[config.mk]
export PLATFORM = sky130hd
export DESIGN_NAME = mul_seq_ctrl
export DESIGN_NICKNAME = d
export VERILOG_FILES = /design/src/rtl/mul_seq_ctrl.sv
export SDC_FILE = /design/constraint.sdc
export NUM_CORES = 1
export LEC_CHECK = 0
export CORE_ASPECT_RATIO = 2
export CORE_MARGIN = 2
export CORE_UTILIZATION = 52
export CTS_CLUSTER_SIZE = 25
export DETAILED_ROUTE_END_ITERATION = 10
export PLACE_DENSITY = 0.95
export SYNTH_ARGS = -nofsm -noshare
export SYNTH_HDL_FRONTEND = slang
export SYNTH_SLANG_ARGS = --single-unit
[constraint.sdc]
create_clock -name CLK -period 5.6 [get_ports CLK]
set_clock_uncertainty 0.2 [all_clocks]
set_input_delay 0.56 -clock CLK [delete_from_list [all_inputs] [get_ports CLK]]
set_output_delay 0.56 -clock CLK [all_outputs]
set_load 0.05 [all_outputs]
[src/rtl/mul_seq_ctrl.sv]
// mul_seq_ctrl: reads operand pairs, hands them to an external 8x8 multiplier, writes products back.
// Optional CALC watchdog compiled in with `define MUL_SEQ_TIMEOUT_EN.
module mul_seq_ctrl #(
    parameter int AW           = 8,
    parameter int N_PAIRS      = 15,
    parameter int SRC_BASE     = 0,
    parameter int DST_BASE     = 30,
    parameter int CALC_TIMEOUT = 64
) (
    input  logic          CLK,
    input  logic          start,
    output logic [AW-1:0] mem_addr,
    output logic          mem_rd,
    output logic          mem_wr,
    output logic [7:0]    mem_din,
    input  logic [7:0]    mem_dout,
    output logic [7:0]    opA,
    output logic [7:0]    opB,
    output logic          calc_req,
    input  logic          calc_ack,
    input  logic [7:0]    res_msw,
    input  logic [7:0]    res_lsw,
    output logic [7:0]    pair_ct,
    output logic          halt,
    output logic          err
);

    typedef enum logic [2:0] {
        IDLE   = 3'd0,
        RD_A   = 3'd1,
        RD_B   = 3'd2,
        CALC   = 3'd3,
        WR_MSW = 3'd4,
        WR_LSW = 3'd5,
        DONE   = 3'd6
    } state_t;

    localparam logic [AW-1:0] SRC  = AW'(SRC_BASE);
    localparam logic [AW-1:0] DST  = AW'(DST_BASE);
    localparam logic [7:0]    LAST = 8'(N_PAIRS - 1);

    state_t     state;
    logic [7:0] lsw_q;

    // base + 2*idx + odd, wrapping modulo 2^AW
    function automatic logic [AW-1:0] addr_of(input logic [AW-1:0] base,
                                              input logic [7:0]    idx,
                                              input logic          odd);
        return base + AW'({idx, odd});
    endfunction

`ifdef MUL_SEQ_TIMEOUT_EN
    localparam int            TW      = $clog2(CALC_TIMEOUT + 1);
    localparam logic [TW-1:0] TO_LAST = TW'(CALC_TIMEOUT - 1);

    logic [TW-1:0] calc_cnt;
    logic          err_q;

    assign err = err_q;
`else
    // Without the watchdog no legal CALC_TIMEOUT can raise err.
    assign err = (CALC_TIMEOUT < 0);
`endif

    // Outputs are loaded on the transition into the state that owns them.
    always_ff @(posedge CLK or posedge start) begin
        if (start) begin
            state    <= IDLE;
            mem_addr <= '0;
            mem_rd   <= 1'b0;
            mem_wr   <= 1'b0;
            mem_din  <= '0;
            opA      <= '0;
            opB      <= '0;
            calc_req <= 1'b0;
            pair_ct  <= '0;
            halt     <= 1'b0;
            lsw_q    <= '0;
`ifdef MUL_SEQ_TIMEOUT_EN
            calc_cnt <= '0;
            err_q    <= 1'b0;
`endif
        end else begin
            mem_rd   <= 1'b0;
            mem_wr   <= 1'b0;
            calc_req <= 1'b0;
            case (state)
                IDLE: begin
                    if (N_PAIRS == 0) begin
                        state <= DONE;
                        halt  <= 1'b1;
                    end else begin
                        state    <= RD_A;
                        mem_addr <= addr_of(SRC, pair_ct, 1'b0);
                        mem_rd   <= 1'b1;
                    end
                end
                RD_A: begin
                    opA      <= mem_dout;
                    state    <= RD_B;
                    mem_addr <= addr_of(SRC, pair_ct, 1'b1);
                    mem_rd   <= 1'b1;
                end
                RD_B: begin
                    opB      <= mem_dout;
                    state    <= CALC;
                    calc_req <= 1'b1;
`ifdef MUL_SEQ_TIMEOUT_EN
                    calc_cnt <= '0;
`endif
                end
                CALC: begin
                    if (calc_ack) begin
                        lsw_q    <= res_lsw;
                        mem_din  <= res_msw;
                        state    <= WR_MSW;
                        mem_addr <= addr_of(DST, pair_ct, 1'b0);
                        mem_wr   <= 1'b1;
                    end
`ifdef MUL_SEQ_TIMEOUT_EN
                    else if (calc_cnt == TO_LAST) begin
                        state <= DONE;
                        halt  <= 1'b1;
                        err_q <= 1'b1;
                    end else begin
                        calc_req <= 1'b1;
                        calc_cnt <= calc_cnt + 1'b1;
                    end
`else
                    else begin
                        calc_req <= 1'b1;
                    end
`endif
                end
                WR_MSW: begin
                    mem_din  <= lsw_q;
                    state    <= WR_LSW;
                    mem_addr <= addr_of(DST, pair_ct, 1'b1);
                    mem_wr   <= 1'b1;
                end
                WR_LSW: begin
                    if (pair_ct == LAST) begin
                        state <= DONE;
                        halt  <= 1'b1;
                    end else begin
                        pair_ct  <= pair_ct + 8'd1;
                        state    <= RD_A;
                        mem_addr <= addr_of(SRC, pair_ct + 8'd1, 1'b0);
                        mem_rd   <= 1'b1;
                    end
                end
                DONE:    state <= DONE;
                default: state <= IDLE;
            endcase
        end
    end

endmodule

### Word-level counts from Yosys, hierarchy flattened

Index checks and enable logic that the tools add are counted.

| cells by class | value |
|---|---|
| reductions and logical operators | 9 |
| $add $sub $neg | 3 |
| equal/unequal tests | 9 |
| bitwise logic cells | 1 |
| muxes and demuxes | 14 |

Operators by type and width:

| cell | number |
|---|---|
| 8-bit case mux with 5 select lines | 1 |
| 8-bit 2-to-1 mux | 3 |
| 3-bit case mux with 7 select lines | 1 |
| 5-bit by 8-bit adder with 8-bit output (first input constant) | 2 |
| 8-bit case mux with 2 select lines | 1 |
| 3-bit == test (second input constant) | 3 |
| 8-bit by 1-bit adder with 8-bit output (second input constant) | 1 |
| 8-bit by 4-bit == test with 1-bit output (second input constant) | 1 |
| 2-bit AND reduction | 4 |
| 3-bit by 2-bit == test with 1-bit output (second input constant) | 2 |
| 3-bit 2-to-1 mux | 2 |
| 1-bit case mux with 2 select lines | 3 |
| 5-bit nonzero test | 1 |
| 2-bit inequality test (second input constant) | 2 |
| 3-bit by 1-bit == test with 1-bit output (second input constant) | 1 |
| 3-bit zero test | 1 |
| 1-bit 2-to-1 mux | 3 |
| 3-bit AND reduction | 1 |
| 2-bit nonzero test | 1 |
| 2-bit OR reduction | 1 |
| 1-bit NOT | 1 |

| word-level totals | value |
|---|---|
| logic and storage cells | 47 |
| register bits | 55 |
| output and inout port bits | 45 |

### Logic depth before layout (Yosys ltp)

| logic depth | value |
|---|---|
| depth in word-level cells | 3 |
| mapped depth | 7 |
| gate-level depth less buffers | 6 |

### Worst setup path after synthesis

Ideal clock, no wire load.

| timing | value |
|---|---|
| kind | register to register |
| from | register pair_ct[1] |
| to | register mem_addr[7] |
| library setup time | 101 ps |
| data arrival time | 2102 ps |
| clock period less this slack | 2402 ps |
| cell stages (with the launch flop) | 8 |
| path slack | 3198 ps |
| buffers on the path | 1 |
| cell sequence | dfrtp_1 buf_2 inv_1 ha_1 or3b_1 a211o_1 a21o_1 o311ai_2 |

| on the way | value |
|---|---|
| cells in the longest elaborated chain, start to end | 3 |
| elaborated cells on any way between the ends | 9 |
| classes of those cells | add/sub: 3; eq/ne: 2; mux: 3; reduce/logical: 1 |

RTL lines:

| what | RTL line | text |
|---|---|---|
| start: declaration | 23 | `output logic [7:0] pair_ct,` |
| start signal: assignment | 146 | `pair_ct <= pair_ct + 8'd1;` |
| 8-bit by 1-bit adder with 8-bit output, or another cell as far along | 148 | `mem_addr <= addr_of(SRC, pair_ct + 8'd1, 1'b0);` |
| 8-bit 2-to-1 mux, or another cell as far along | 142 | `if (pair_ct == LAST) begin` |
| 8-bit case mux with 5 select lines / 3-bit AND reduction (equally long branches) | -- |  |
| end signal: assignment | 94 | `mem_addr <= addr_of(SRC, pair_ct, 1'b0);` |
| end signal: assignment | 138 | `mem_addr <= addr_of(DST, pair_ct, 1'b1);` |
| end signal: assignment | 148 |  |
| end: declaration | 12 | `output logic [AW-1:0] mem_addr,` |

Parallel ways exist; a longest one is shown, timed or not. The select of a mux whose other input is x is not followed.
A chain may end at the register's enable or synchronous reset.

### Worst setup path after layout

| timing | value |
|---|---|
| from | register pair_ct[3] |
| to | output port pair_ct[3] |

No word-level cell between the ends.

==> metrics.txt <==
final instance area=3450 um2; setup TNS=0 ns; area of all sequential standard cells=between 1000 and 1500 um2; antenna violations before repair=0; largest net degree at the start of global routing=56; Post-DP Area=approximately 3400 um2; CP max stage delay=0.88 ns; crit path kind=flop to primary output; pwr/cell area=approximately 650 nW/um2; top post-synthesis cells by area=dfrtp_1 51%, mux2_2 12%, mux2i_1 3.4%, o21ai_0 2.8%, nand2_1 2.1%; Worst setup EP type=primary output; VDD IR max=0.558 mV; Total Power=2.24 mW; post-CTS sizing=0; CTS Root Cell=clkbuf_8; via count=approximately 2100; Synth Instances=234; 1st-iter DRT viols=41; critical path fanouts, max=14; n_diodes=0; main flop type after synthesis=dfrtp_1; I/O Pins=between 70 and 80; synthesized area per cell=11.5 um2; max-cap violation count=0; Yosys top cell area share=0.512; Detailed Route WL=5840 um; IO buf count=70; RSZ-0062 raised after global routing=no; leak pwr=1.48 nW; Distinct cells, synth=48; post-synthesis simple-gate area fraction=0.122; Core Region=5050 um2; syn_nets=around 260; GRT overflow=0; Startpoint Class=flop; Die H=106 um; area leader, netlist=dfrtp_1; area of the multi-input gates=around 1200 um2; nets=323; HPWL Detailed=about 4300 um; hold_buf cts=0; most common cell after layout, fill and taps aside=clkdlybuf4s50_1; post-CTS setup buffers=0; synthesized flop and latch total=55; CTS tree=built; synthesized area=2690 um2; worst-margin pin slew=1.08 ns; die width=54.8 um; fin crit share=0.451; row count=37; largest family of logic cells by synthesized area=multiplexers; post-DR wirelength/cell=around 17 um; Post-route DRC=0; ANT nets after route=0; WP data required=4.84 ns; Post-Synth Adder-Cell Area=0.0140; H-tree depth=2; Synth Area in Compound Gates=0.118; clock-pin slew on the worst setup and hold paths=0.09 ns; CP bufs+invs=1; xor-xnor portion of the synthesized cell area=0.0326; # fillers=between 300 and 400; clock insertion delay at the later pin of the skew report=0.30 ns; run status=finished, final reports clean; Post-synth ARST share=1.00; Starting Density=0.532; Fmax achieved=about 400 MHz; DR vias/cell=5.91; share of layout cells above drive strength 1=0.157; clock net sink count=55; yosys warns=0; Placer Congestion=0.926; most frequent cells in the layout=70 x clkdlybuf4s50_1, 55 x dfrtp_1, 29 x mux2_2, 15 x nand2_1, 15 x o21ai_0; Die ar.=slightly below 6000 um2; Slowest-stage cell, CP=clkdlybuf4s50_1; first drt pass iteration count=4; crit-path cells=clkdlybuf4s50_1; number of global-route vias before repair=2119; max-slew headroom at the worst pin=0.281; Max clock buf depth=2; Total GRT Usage=0.221; final setup fails=0; CP top delay family=buffers and inverters; WP data arrival=1.76 ns; Post-synth EDFFs=0; Hold Fails Final Rpt=0; CTS Buf Count=5; Area Growth Syn to Fin=28.3%; Final min period=2.52 ns; mux contribution to synthesized area=0.155; first-pass GRT wire length=9540 um; Slew Limit Fails=0; hold crit path type=flop to flop; sequential area share after synthesis=0.512
==> metrics by stage <==
step | hold WS, ns | std cells | setup slack [ns] | utilization
2_1_floorplan | 0.244 | 234 | 3.20 | -
3_3_place_gp | 0.254 | 344 | 3.27 | 0.667
3_5_place_dp | 0.269 | 344 | 3.16 | 0.667
4_1_cts | 0.290 | 351 | 3.07 | 0.683
5_1_grt | 0.303 | 351 | 2.85 | 0.683
6_report | 0.285 | 351 | 3.08 | 0.683
==> cells in the mapped netlist, drive strengths merged (3+ instances only) <==
master  number
mux2        29
nand3b       3
buf         13
nor2         4
inv          6
xor2         4
a21o         3
o22ai        3
nor3         6
a21oi        6
dfrtp       55
o21ai       15
clkbuf       5
o21a         3
nand3       10
nand2       15
ha           3
xnor2        6
mux2i        9
==> area by class of cell <==
| cell class | count | area share |
|---|---|---|
| Sequential cell | 55 | 0.399 |
| Multi-Input combinational cell | 155 | 0.346 |
| Timing Repair Buffer | 70 | 0.203 |
| Tap cell | 58 | 0.0211 |
| Clock buffer | 5 | 0.0200 |
| Inverter | 6 | 0.00653 |
| Clock inverter | 2 | 0.00399 |
==> state kept, by name (all words and copies together) (netlist names) <==
signal    count
lsw_q         8
mem_addr      8
mem_din       8
opA           8
opB           8
pair_ct       8
state         3
calc_req      1
halt          1
mem_rd        1
mem_wr        1
==> worst paths after layout <==
check                            from          end  slack, ns  depth (start not counted)
hold / removal                   halt         halt       0.28                          1
min in group asynchronous       start     lsw_q[0]       0.63                          2
setup / recovery           pair_ct[3]   pair_ct[3]       3.08                          1
hold reg to reg                  halt         halt       0.28                          1
setup reg to reg             state[2]  mem_addr[5]       3.12                          4
max in group asynchronous       start   pair_ct[4]       3.90                          2
==> kinds of logic (layout without fill, tap and decap cells) <==
kind of cell | Yosys count | in the layout
flops | 55 | 55
simple gates | 57 | 57
buf+inv | 24 | 83
xor+xnor | 10 | 10
fa+ha+maj | 3 | 3
compound gates | 46 | 46
mux | 38 | 38
other cells | 1 | 1
==> report_power, final <==
group          internal, mW  switching [mW]
clock                0.0857           0.121
combinational         0.512           0.786
sequential            0.571           0.166
==> routing by layer <==
| metal | global-route usage | wire, um |
|---|---|---|
| met1 | 0.258 | 2210 |
| met2 | 0.365 | 3070 |
| met3 | 0.0680 | 452 |
| met4 | 0.0768 | 113 |
| met5 | 0 | 0 |
Power figures use the tool's default switching activity.
